<file path="src/rtl/vram_write_arbiter_if.sv">
// Bus bundle between the VRAM write arbiter, the frame drawer, the processor write port
// and the single-port VRAM.
interface vram_write_arbiter_if #(
  parameter int ADDR_W = 18,
  parameter int DATA_W = 16,
  parameter int CNT_W  = 4
);
  logic              i_active;
  logic [ADDR_W-1:0] i_rd_addr;
  logic [DATA_W-1:0] o_rd_data;
  logic              i_wr_valid;
  logic              o_wr_ready;
  logic [ADDR_W-1:0] i_wr_addr;
  logic [DATA_W-1:0] i_wr_data;
  logic [ADDR_W-1:0] o_mem_addr;
  logic [DATA_W-1:0] o_mem_wdata;
  logic              o_mem_we;
  logic [DATA_W-1:0] i_mem_rdata;
  logic [CNT_W-1:0]  o_fifo_count;

  modport slave (
    input  i_active, i_rd_addr, i_wr_valid, i_wr_addr, i_wr_data, i_mem_rdata,
    output o_rd_data, o_wr_ready, o_mem_addr, o_mem_wdata, o_mem_we, o_fifo_count
  );

  modport master (
    output i_active, i_rd_addr, i_wr_valid, i_wr_addr, i_wr_data, i_mem_rdata,
    input  o_rd_data, o_wr_ready, o_mem_addr, o_mem_wdata, o_mem_we, o_fifo_count
  );
endinterface

</file>
<file path="src/rtl/vram_write_arbiter.sv">
// Single-port VRAM arbiter: the display read path owns the port during active video,
// queued processor writes drain through a FIFO during blanking.
module vram_write_arbiter #(
  parameter int ADDR_W     = 18,
  parameter int DATA_W     = 16,
  parameter int FIFO_DEPTH = 8
) (
  input  logic                 i_clk,
  input  logic                 i_rst,
  vram_write_arbiter_if.slave  bus
);
  localparam int PTR_W = $clog2(FIFO_DEPTH);
  localparam int CNT_W = PTR_W + 1;
  localparam int ENT_W = ADDR_W + DATA_W;
  localparam logic [CNT_W-1:0] FULL_CNT = CNT_W'(FIFO_DEPTH);
  localparam logic [CNT_W-1:0] ZERO_CNT = {CNT_W{1'b0}};

  localparam logic [0:0] S_READ  = 1'b0;
  localparam logic [0:0] S_WRITE = 1'b1;

  logic [0:0]       state_r, state_next_s;
  logic [PTR_W-1:0] wr_ptr_r, rd_ptr_r;
  logic [CNT_W-1:0] count_r, count_next_s;
  logic [ENT_W-1:0] fifo_mem_r [FIFO_DEPTH];
  logic [ENT_W-1:0] head_s;
  logic             push_s, pop_s, wr_mode_s, full_s, empty_s;

  assign full_s  = (count_r == FULL_CNT);
  assign empty_s = (count_r == ZERO_CNT);
  assign head_s  = fifo_mem_r[rd_ptr_r];

  // Active video overrides the write state combinationally, so a write never collides with a fetch.
  assign wr_mode_s = (state_r == S_WRITE) && !bus.i_active && !empty_s;
  assign pop_s     = wr_mode_s;
  assign push_s    = bus.i_wr_valid && !full_s;

  assign bus.o_wr_ready   = !full_s;
  assign bus.o_fifo_count = count_r;
  assign bus.o_mem_we     = wr_mode_s;
  assign bus.o_mem_addr   = wr_mode_s ? head_s[ENT_W-1:DATA_W] : bus.i_rd_addr;
  assign bus.o_mem_wdata  = wr_mode_s ? head_s[DATA_W-1:0] : {DATA_W{1'b0}};

  // Occupancy update for push, pop or both.
  always_comb begin
    count_next_s = count_r;
    case ({push_s, pop_s})
      2'b10:   count_next_s = count_r + CNT_W'(1);
      2'b01:   count_next_s = count_r - CNT_W'(1);
      default: count_next_s = count_r;
    endcase
  end

  // Port ownership state machine.
  always_comb begin
    state_next_s = state_r;
    case (state_r)
      S_READ: begin
        if (!bus.i_active && !empty_s) state_next_s = S_WRITE;
        else                           state_next_s = S_READ;
      end
      S_WRITE: begin
        if (bus.i_active || (count_next_s == ZERO_CNT)) state_next_s = S_READ;
        else                                            state_next_s = S_WRITE;
      end
      default: state_next_s = S_READ;
    endcase
  end

  // Control state, pointers, occupancy and the registered read data.
  always_ff @(posedge i_clk or negedge i_rst) begin
    if (!i_rst) begin
      state_r       <= S_READ;
      wr_ptr_r      <= {PTR_W{1'b0}};
      rd_ptr_r      <= {PTR_W{1'b0}};
      count_r       <= ZERO_CNT;
      bus.o_rd_data <= {DATA_W{1'b0}};
    end else begin
      state_r <= state_next_s;
      count_r <= count_next_s;
      if (push_s) wr_ptr_r <= wr_ptr_r + PTR_W'(1);
      if (pop_s)  rd_ptr_r <= rd_ptr_r + PTR_W'(1);
      if (!wr_mode_s) bus.o_rd_data <= bus.i_mem_rdata;
    end
  end

  // FIFO storage needs no reset: only entries between the pointers are ever read.
  always_ff @(posedge i_clk) begin
    if (push_s) fifo_mem_r[wr_ptr_r] <= {bus.i_wr_addr, bus.i_wr_data};
  end
endmodule
</file>
<file path="src/flat_wrapper.sv">
// flat-port wrapper written by rule: the top's interface ports become plain ports
module vram_write_arbiter_flat 
#(
  parameter int ADDR_W     = 18,
  parameter int DATA_W     = 16,
  parameter int FIFO_DEPTH = 8
)
  (i_clk, i_rst, bus_i_active, bus_i_rd_addr, bus_i_wr_valid, bus_i_wr_addr, bus_i_wr_data, bus_i_mem_rdata, bus_o_rd_data, bus_o_wr_ready, bus_o_mem_addr, bus_o_mem_wdata, bus_o_mem_we, bus_o_fifo_count);
  vram_write_arbiter_if #(.ADDR_W(ADDR_W), .DATA_W(DATA_W)) bus_i ();
  input  logic i_clk;
  input  logic i_rst;
  input wire logic [$bits(bus_i.i_active)-1:0] bus_i_active;
  input wire logic [$bits(bus_i.i_rd_addr)-1:0] bus_i_rd_addr;
  input wire logic [$bits(bus_i.i_wr_valid)-1:0] bus_i_wr_valid;
  input wire logic [$bits(bus_i.i_wr_addr)-1:0] bus_i_wr_addr;
  input wire logic [$bits(bus_i.i_wr_data)-1:0] bus_i_wr_data;
  input wire logic [$bits(bus_i.i_mem_rdata)-1:0] bus_i_mem_rdata;
  output wire logic [$bits(bus_i.o_rd_data)-1:0] bus_o_rd_data;
  output wire logic [$bits(bus_i.o_wr_ready)-1:0] bus_o_wr_ready;
  output wire logic [$bits(bus_i.o_mem_addr)-1:0] bus_o_mem_addr;
  output wire logic [$bits(bus_i.o_mem_wdata)-1:0] bus_o_mem_wdata;
  output wire logic [$bits(bus_i.o_mem_we)-1:0] bus_o_mem_we;
  output wire logic [$bits(bus_i.o_fifo_count)-1:0] bus_o_fifo_count;
  assign bus_i.i_active = bus_i_active;
  assign bus_i.i_rd_addr = bus_i_rd_addr;
  assign bus_i.i_wr_valid = bus_i_wr_valid;
  assign bus_i.i_wr_addr = bus_i_wr_addr;
  assign bus_i.i_wr_data = bus_i_wr_data;
  assign bus_i.i_mem_rdata = bus_i_mem_rdata;
  assign bus_o_rd_data = bus_i.o_rd_data;
  assign bus_o_wr_ready = bus_i.o_wr_ready;
  assign bus_o_mem_addr = bus_i.o_mem_addr;
  assign bus_o_mem_wdata = bus_i.o_mem_wdata;
  assign bus_o_mem_we = bus_i.o_mem_we;
  assign bus_o_fifo_count = bus_i.o_fifo_count;
  vram_write_arbiter #(.ADDR_W(ADDR_W), .DATA_W(DATA_W), .FIFO_DEPTH(FIFO_DEPTH)) u_core (.i_clk(i_clk), .i_rst(i_rst), .bus(bus_i));
endmodule
</file>
<file path="config.mk">
export PLATFORM = sky130hd
export DESIGN_NAME = vram_write_arbiter_flat
export DESIGN_NICKNAME = d
export VERILOG_FILES = /design/src/rtl/vram_write_arbiter_if.sv /design/src/rtl/vram_write_arbiter.sv /design/src/flat_wrapper.sv
export SDC_FILE = /design/constraint.sdc
export NUM_CORES = 1
export LEC_CHECK = 0
export ABC_AREA = 1
export CAP_MARGIN = 0
export CORE_AREA = 2 2 158 160
export CTS_CLUSTER_SIZE = 30
export DETAILED_ROUTE_END_ITERATION = 10
export DIE_AREA = 0 0 160 162
export DONT_BUFFER_PORTS = 1
export PLACE_DENSITY = 0.67
export SLEW_MARGIN = 25
export SYNTH_ARGS = -nofsm -noshare
export SYNTH_HDL_FRONTEND = slang
export SYNTH_SLANG_ARGS = --single-unit
</file>
<file path="constraint.sdc">
create_clock -name i_clk -period 2.55 [get_ports i_clk]
set_input_delay 0.255 -clock i_clk [delete_from_list [all_inputs] [get_ports i_clk]]
set_output_delay 0.255 -clock i_clk [all_outputs]
set_load 0.05 [all_outputs]
</file>
==> results of run 1 <==
[repair_timing]
| item | in CTS | in global routing |
|---|---|---|
| gates resized for setup | 5 | 15 |
| pin swaps | 0 | 1 |
| setup buffers | 0 | 2 |
| endpoints found under the hold margin | 318 | 0 |
| gates cloned | 0 | 7 |
| hold buffers | 53 | 0 |
| setup endpoints to repair | 4 | 25 |
[Yosys cell counts, types with 2 or more instances]
cell type  instances  share of area
a31oi_1           16         0.0083
buf_1              2        0.00063
buf_2             19         0.0079
buf_4              8         0.0050
buf_6              8         0.0075
clkbuf_1          19         0.0059
clkbuf_2           3         0.0013
dfrtp_1           27          0.056
edfxtp_1         272           0.68
ha_1               5         0.0052
inv_1             14         0.0044
inv_2              3        0.00094
nand2_1          108          0.034
nand2_2            2         0.0010
nand3_1           24          0.010
nor2_1           201          0.063
o21ai_0          132          0.055
o21ai_1           46          0.019
o221ai_1          32          0.023
o22ai_1            2         0.0010
xor2_1             4         0.0029
[kinds of logic (layout without fill, tap and decap cells)]
logic type,after synthesis,after routing,synth area share
simple gates,340,340,0.112
flops,299,299,0.738
compound gates,229,229,0.107
buf+inv,77,198,0.0343
fa+ha+maj,5,5,0.00522
xor+xnor,5,5,0.00365
[layer usage]
metal	global-route usage	vias to the layer above	wire, um
met4	0.0455	2	428
met2	0.338	282	13600
met3	0.0342	37	2000
met5	0	-	13
met1	0.271	3812	11300
li1	-	3643	-
[power by group]
group	leakage [nW]	switching [mW]	total [mW]	internal [mW]
sequential	2.78	0.443	6.56	6.12
combinational	1.85	4.06	6.04	1.98
clock	0.459	1.74	4.02	2.28
[registers in the layout (all words and copies together) (netlist names)]
signal,flops
u_core.fifo_mem_r,272
u_core.state_r,1
u_core.wr_ptr_r,3
u_core.bus.o_rd_data,16
u_core.bus.o_fifo_count,4
u_core.rd_ptr_r,3
[critical path, stage by stage, from the launching register on]
cell and delay [ps]:
dfrtp_4 570, buf_4 190, clkbuf_16 210, o21ai_1 170, o21ai_0 130, nor2_1 180, o21ai_1 110, buf_6 160
[area by class of cell]
class,instances,area (um^2)
multi-input combinational,579,2810
clock buffer,42,836
sequential,299,8850
fill,1862,9620
clock inverter,14,77.6
timing repair buffer,124,1410
tap,324,405
inverter,18,87.6
[final timing paths]
kind / start / end
worst max-delay path: u_core.rd_ptr_r[0]$_DFFE_PN0N_ / bus_o_mem_addr[9]
worst min-delay path: bus_i_active / u_core.state_r$_DFF_PN0_
worst max register to register: u_core.bus.o_fifo_count[3]$_DFF_PN0_ / u_core.state_r$_DFF_PN0_
worst min register to register: u_core.wr_ptr_r[0]$_DFFE_PN0P_ / u_core.wr_ptr_r[0]$_DFFE_PN0P_
max in group asynchronous: i_rst / u_core.rd_ptr_r[1]$_DFFE_PN0N_
min in group asynchronous: i_rst / u_core.bus.o_rd_data[15]$_DFFE_PN0P_
[through the flow]
step | power (mW) | utilization | instances | TNS, ps | hold WS, ps
after floorplan | 10.4 | - | 955 | 0 | -40.6
after global placement | 11.9 | 0.530 | 1282 | 0 | -39.8
after detailed placement | 12.0 | 0.530 | 1282 | 0 | -39.9
after CTS | 16.1 | 0.591 | 1391 | 0 | 33.2
after global routing | 17.5 | 0.601 | 1400 | -37.5 | 66.2
final | 16.6 | 0.601 | 1400 | 0 | 48.5
==> results_dict.tcl, run 1 <==
set metrics [dict create \
    drc 0 \
    clkLatencyLatePin_ps 550 \
    port-buffer-count 0 \
    overflow 0 \
    outcome "completed" \
    totalWireLength_um 27300 \
    clk_pin_slew_ps 60 \
    num_vias 7776 \
    cts_tree "yes" \
    rows 57 \
    setup_viol 0 \
    antenna_left 0 \
    worst_slack_ps 29.4 \
    yosysWarnings 0 \
    via_per_inst 5.55 \
    post-dp-hpwl_um 13500 \
    ys_types 29 \
    grt_usage 0.199 \
    worstMarginPinSlew_ps 546 \
    maxCapViolCount 0 \
    cp.arrival_ps 2270 \
    required_ps 2300 \
    die_height_um 162 \
    end_kind "output port" \
    holdPathStages 5 \
    min_period_ps 2520 \
    ios 128 \
    synth-seq-cells 299 \
    fin_nets 1129 \
    slew_headroom 0.635 \
    wl_per_cell_um 19.5 \
    synth_edf_count 272 \
    layout_common_cells "edfxtp_1 (272), nor2_1 (191), o21ai_0 (128), nand2_1 (108), dlygate4sd3_1 (52)" \
    antenna_cells 0 \
    slew_violations 0 \
    place_ws_ps 309 \
    grt_pass1_vias 7505 \
    postSynthCellCount 955 \
    fin_crit_sh 0.988 \
    ys.flop_type "edfxtp_1" \
    hp-class "in -> reg" \
    synthesis.nets 1032 \
    globalplace.congestion 0.778 \
    numCtsBuffers 30 \
    cts_max_level 1 \
    die_x_um 160 \
    peakVddDrop_mv 0.657 \
    leakagePower_nw 5.09 \
    drive_gt1_frac 0.135 \
    cp_max_fo 29 \
    final_area_um2 14500 \
    final_common_cell "edfxtp_1" \
    antenna_found_initial 1 \
    cts_root_buffer "clkbuf_16" \
    ys_seq_area_frac 0.738 \
    initial_core_util 0.497 \
    drt_first_pass_iters 5 \
    grt_first_pass_wirelength_um 40600 \
    placed_area_um2 12800 \
    synth_area_um2 12000 \
    power_density_nw_per_um2 1150 \
    die-area_um2 25900 \
    drt-initial-drc-count 748 \
    synthToLayoutAreaGrowth_pct 20.8 \
    critical_path_class "reg -> out" \
    synth-async-reset-ratio 0.0903 \
    cp-start-kind "flop" \
    synth_area_per_cell_um2 12.6 \
    cts_buffer_depth 3 \
    skew_ps 11.7 \
    finalHoldViolations 0 \
    fp.coreArea_um2 24100 \
    reg2reg_slack_ps 230 \
    grt_max_degree 77 \
    fmax_mhz 397 \
    cts_sinks 299 \
    rr_worst_depth 14 \
]
(Power assumes the default switching activity.)
==> inputs of run 2 (changes only) <==
--- a/config.mk
+++ b/config.mk
@@ -5,12 +5,11 @@
 export SDC_FILE = /design/constraint.sdc
 export NUM_CORES = 1
 export LEC_CHECK = 0
-export ABC_AREA = 1
 export CAP_MARGIN = 0
-export CORE_AREA = 2 2 158 160
+export CORE_AREA = 2 2 157 159
 export CTS_CLUSTER_SIZE = 30
 export DETAILED_ROUTE_END_ITERATION = 10
-export DIE_AREA = 0 0 160 162
+export DIE_AREA = 0 0 159 161
 export DONT_BUFFER_PORTS = 1
 export PLACE_DENSITY = 0.67
 export SLEW_MARGIN = 25
==> run 2 against run 1 <==
The flow now finishes with violations (setup timing). Non-clock buffer count increased by 18. Power increased by 5.0%. Critical endpoint is now u_core.state_r$_DFF_PN0_. Routed wire length increased by 2.1%.
==> results_dict.tcl, run 2 <==
set metrics [dict create \
    skew_ps 11.0 \
    required_ps 2970 \
    grt_usage 0.208 \
    critical_path_class "reg -> reg" \
    synth-async-reset-ratio 0.0903 \
    port-buffer-count 0 \
    clkLatencyLatePin_ps 540 \
    slew_headroom 0.469 \
    antenna_found_initial 1 \
    setup_viol 20 \
    peakVddDrop_mv 0.602 \
    grt_first_pass_wirelength_um 40100 \
    violations "setup timing" \
    via_per_inst 5.72 \
    synth_area_per_cell_um2 19.8 \
    rsz0062_at_grt "true" \
    die_x_um 159 \
    holdWs_ps 83.1 \
    slew_violations 0 \
    postSynthCellCount 593 \
    cts_root_buffer "clkbuf_16" \
    cp-start-kind "flop" \
    die-area_um2 25600 \
    maxCapViolCount 0 \
    clk_pin_slew_ps 60 \
    drt-initial-drc-count 609 \
    cp.arrival_ps 3080 \
    grt_max_degree 38 \
    fmax_mhz 376 \
    grt_pass1_vias 6515 \
    rows 57 \
    die_height_um 161 \
    initial_core_util 0.489 \
    cp_max_fo 6 \
    ys.flop_type "edfxtp_1" \
    largest_register "u_core.fifo_mem_r" \
    globalplace.congestion 0.779 \
    cts_sinks 299 \
    largest_register_ffs 272 \
    layout_common_cells "edfxtp_1 (272), nand2_1 (72), mux4_2 (68), dlygate4sd3_1 (53), buf_6 (38)" \
    ys_seq_area_frac 0.754 \
    power_density_nw_per_um2 1160 \
    drt_first_pass_iters 5 \
    synthesis.nets 670 \
    critical-path-max-stage-delay_ps 550 \
    hp-class "in -> reg" \
    antenna_left 0 \
    yosysWarnings 0 \
    ys_top_cells_by_area "edfxtp_1 (70%), mux4_2 (13%), dfrtp_1 (5.8%), mux2i_1 (3.0%), nand2_1 (2.4%)" \
    worst_slack_ps -113 \
    finalHoldViolations 0 \
    min_period_ps 2660 \
    final_common_cell "edfxtp_1" \
    synthToLayoutAreaGrowth_pct 28.0 \
    synth_area_um2 11700 \
    ios 128 \
    drive_gt1_frac 0.331 \
    post-synth-top-count-cell "edfxtp_1" \
    outcome "finished with violations" \
    fin_nets 815 \
    synth-seq-cells 299 \
    r2r-start "u_core.bus.o_fifo_count[3]$_DFF_PN0_" \
    path_cells "or4_4 > nand3b_4 > inv_6 > ha_4 > xor2_2 > ha_2 > a21oi_4 > mux2i_1 > xnor2_1 > o31a_1" \
    end_kind "flop" \
    crit_path_start "u_core.bus.o_fifo_count[3]$_DFF_PN0_" \
    overflow 0 \
    cts_buffer_depth 3 \
    totalWireLength_um 27900 \
    post-dp-hpwl_um 13400 \
    num_vias 6209 \
    cts_max_level 1 \
    netlist.area_leader.share 0.697 \
    p_total_mw 17.5 \
    ys_types 37 \
    worstMarginPinSlew_ps 795 \
    wl_per_cell_um 25.7 \
    placed_area_um2 12700 \
    min-delay-start "bus_i_active" \
    leakagePower_nw 5.21 \
    cp_slowest_cell "or4_4" \
    drc 0 \
    numCtsBuffers 30 \
    synth_common_cells "edfxtp_1 (272), nand2_1 (75), mux4_2 (68)" \
    cts_tree "yes" \
    fin_crit_sh 1.04 \
    synth_largest_area_cell "edfxtp_1" \
    fp.coreArea_um2 24000 \
    synth_edf_count 272 \
    final_area_um2 15000 \
    antenna_cells 0 \
]
run 2: cells by family (layout without fill, tap and decap cells):
logic type,count (synthesis),in the layout,share of synthesized area
multiplexers,105,105,0.162
flip-flops,299,299,0.754
AND/OR/NAND/NOR,119,121,0.0440
buffers and inverters,33,199,0.0169
XOR/XNOR,6,6,0.00448
AO/OA/AOI/OAI,26,26,0.0128
adder cells (fa/ha/maj),5,5,0.00534
run 2: worst max-delay path, delay by kind of cell (launching register included):
family	cells	cell delay, ps
adder cells (fa/ha/maj)	2	370
multiplexers	1	280
buffers and inverters	1	60
AND/OR/NAND/NOR	2	700
flip-flops	1	420
AO/OA/AOI/OAI	2	430
XOR/XNOR	2	290
run 2: where the power goes:
group          switching, mW  internal, mW  leakage, nW
sequential             0.588          6.15         2.78
clock                   1.76          2.62        0.483
combinational           3.39          2.95         1.95
run 2: path summary, 6_finish.rpt:
kind                            cells after the start  slack (ps)                              endpoint
max in group asynchronous                           2        2210  u_core.bus.o_fifo_count[3]$_DFF_PN0_
worst min register to register                      2         560        u_core.wr_ptr_r[0]$_DFFE_PN0P_
worst max-delay path                               10        -110              u_core.state_r$_DFF_PN0_
worst min-delay path                                4          80        u_core.rd_ptr_r[1]$_DFFE_PN0N_
worst max register to register                     10        -110              u_core.state_r$_DFF_PN0_
min in group asynchronous                           2         170        u_core.wr_ptr_r[1]$_DFFE_PN0P_
run 2: repair_timing:
item / 4_1_cts / 5_1_grt
gates resized for setup: 51 / 27
setup buffers: 12 / 2
endpoints found under the setup margin: 35 / 54
pin swaps: 2 / 6
hold buffers: 54 / 0
gates cloned: 8 / 7
endpoints found under the hold margin: 319 / 0
run 2: layout make-up:
cell class / count / area [um^2]
timing repair buffer: 142 / 1790
clock inverter: 18 / 189
multi-input combinational: 263 / 2960
tap: 324 / 405
sequential: 299 / 8860
inverter: 2 / 12.5
clock buffer: 37 / 798
fill: 1647 / 8960
run 2: per-stage QoR:
stage	setup WS, ps	util	std cells	setup TNS [ps]
CTS	-62.2	0.615	1076	-775
floorplan	-261	-	593	-3330
global placement	104	0.529	947	0
detailed placement	-92.8	0.529	947	-92.8
finish	-113	0.626	1085	-474
global route	-155	0.626	1085	-2810
run 2: metal layers:
metal / vias to the layer above / GRT usage / wire (um)
met5: - / 0 / 13
li1: 2662 / - / -
met4: 2 / 0.0533 / 664
met3: 46 / 0.0329 / 1730
met1: 3225 / 0.289 / 11600
met2: 274 / 0.352 / 13900
==> inputs of run 3 (changes only) <==
--- a/config.mk
+++ b/config.mk
@@ -5,13 +5,15 @@
 export SDC_FILE = /design/constraint.sdc
 export NUM_CORES = 1
 export LEC_CHECK = 0
+export ABC_AREA = 1
 export CAP_MARGIN = 0
-export CORE_AREA = 2 2 157 159
+export CORE_AREA = 2 2 158 160
 export CTS_CLUSTER_SIZE = 30
 export DETAILED_ROUTE_END_ITERATION = 10
-export DIE_AREA = 0 0 159 161
+export DIE_AREA = 0 0 160 162
 export DONT_BUFFER_PORTS = 1
 export PLACE_DENSITY = 0.67
+export REMOVE_ABC_BUFFERS = 1
 export SLEW_MARGIN = 25
 export SYNTH_ARGS = -nofsm -noshare
 export SYNTH_HDL_FRONTEND = slang
==> run 3 against run 2 <==
The run now ends clean. First-iteration DRC count rose by 13%. Register-to-register slack improved by 350 ps. Global-route usage rose by 0.75 points. Final cell count rose by 29%. Core utilization fell by 1.3 points. Design area fell by 1.4%. Via count rose by 27%. Sequential share of layout area rose by 0.80 points. Critical endpoint is now bus_o_mem_addr[16].
==> results_dict.tcl, run 3 (synthesis gave the netlist of run 1 again) <==
set metrics [dict create \
    cp_max_fo 40 \
    critical_path_class "reg -> out" \
    cp-start-kind "flop" \
    cts_root_buffer "clkbuf_16" \
    fin_nets 1134 \
    slew_violations 0 \
    antenna_left 0 \
    rsz0062_at_grt "true" \
    outcome "completed" \
    drive_gt1_frac 0.133 \
    die_height_um 162 \
    die_x_um 160 \
    power_density_nw_per_um2 1180 \
    numCtsBuffers 30 \
    num_vias 7860 \
    r2r-start "u_core.bus.o_fifo_count[2]$_DFF_PN0_" \
    fin_crit_sh 0.976 \
    antenna_found_initial 1 \
    slew_headroom 0.663 \
    grt_pass1_vias 7821 \
    totalWireLength_um 28500 \
    end_kind "output port" \
    peakVddDrop_mv 0.689 \
    min_period_ps 2490 \
    layout_common_cells "edfxtp_1 (272), nor2_1 (193), o21ai_0 (117), nand2_1 (106), o21ai_1 (58)" \
    setup_viol 0 \
    hp-class "in -> reg" \
    holdWs_ps 53.6 \
    initial_core_util 0.497 \
    synthToLayoutAreaGrowth_pct 23.4 \
    cts_tree "yes" \
    required_ps 2300 \
    grt_usage 0.216 \
    worstMarginPinSlew_ps 505 \
    port-buffer-count 0 \
    grt_first_pass_wirelength_um 43500 \
    leakagePower_nw 5.21 \
    post-dp-hpwl_um 14300 \
    drt_first_pass_iters 5 \
    wl_per_cell_um 20.3 \
    rows 57 \
    cts_sinks 299 \
    fp.coreArea_um2 24100 \
    ios 128 \
    r2r_end "u_core.state_r$_DFF_PN0_" \
    die-area_um2 25900 \
    largest_register "u_core.fifo_mem_r" \
    min-delay-start "bus_i_active" \
    drc 0 \
    overflow 0 \
    finalHoldViolations 0 \
    reg2reg_slack_ps 240 \
    clkLatencyLatePin_ps 540 \
    p_total_mw 17.4 \
    final_common_cell "edfxtp_1" \
    maxCapViolCount 0 \
    skew_ps 7.35 \
    clk_pin_slew_ps 60 \
    critPathCapture "bus_o_mem_addr[16]" \
    cts_buffer_depth 3 \
    drt-initial-drc-count 689 \
    via_per_inst 5.60 \
    rr_worst_depth 15 \
    fmax_mhz 402 \
    cp.arrival_ps 2230 \
    grt_max_degree 88 \
    largest_register_ffs 272 \
    cts_max_level 1 \
    globalplace.congestion 0.763 \
    crit_path_start "u_core.rd_ptr_r[0]$_DFFE_PN0N_" \
]
[run 3: timing repair]
item	CTS	global route
pin swaps	0	6
hold endpoints to repair	318	0
hold buffers	53	0
gates cloned	3	3
resized for setup	11	31
setup endpoints to repair	34	25
setup buffers	1	2
[run 3: area by class of cell]
type	count	area, um^2
antenna	1	2.50
clock buffer	36	795
clock inverter	18	214
fill	1859	9320
inverter	18	90.1
multi-input combinational	579	2810
sequential	299	8850
tap	324	405
timing repair buffer	129	1630
[run 3: power breakdown]
group	leakage [nW]	switching (mW)	internal, mW
clock network	0.484	1.77	2.71
logic	1.94	4.13	2.21
registers	2.79	0.476	6.11
[run 3: worst min-delay path by stage]
stage               slack [ps]                                   end  depth (start not counted)
floorplan                  -40  u_core.bus.o_fifo_count[0]$_DFF_PN0_                          0
finish                      50              u_core.state_r$_DFF_PN0_                          5
detailed placement         -40  u_core.bus.o_rd_data[10]$_DFFE_PN0P_                          0
CTS                         40              u_core.state_r$_DFF_PN0_                          5
global placement           -40  u_core.bus.o_rd_data[10]$_DFFE_PN0P_                          0
global route                70              u_core.state_r$_DFF_PN0_                          5
[run 3: stage by stage]
stage | instances | cell area [um^2] | setup TNS, ps | worst slack (ps) | util
6_report | 1404 | 14800 | 0 | 60.8 | 0.614
5_1_grt | 1404 | 14800 | -326 | -55.3 | 0.614
4_1_cts | 1398 | 14600 | 0 | 20.2 | 0.608
3_5_place_dp | 1287 | 13000 | 0 | 272 | 0.537
3_3_place_gp | 1287 | 13000 | 0 | 311 | 0.537
2_1_floorplan | 896 | 11600 | -291010 | -2170 | -
[run 3: routing by layer]
metal	GRT usage	part of all wire
met5	0	0
met3	0.0322	0.066
met1	0.281	0.41
met2	0.377	0.50
met4	0.0680	0.022
[run 3: worst max-delay path, cell delays in order, from the launching register on]
cell and delay, ps:
dfrtp_4 590, clkinv_8 140, buf_12 210, o21ai_0 110, o221ai_1 180, nand3_1 160
nand2_1 140, buf_12 140
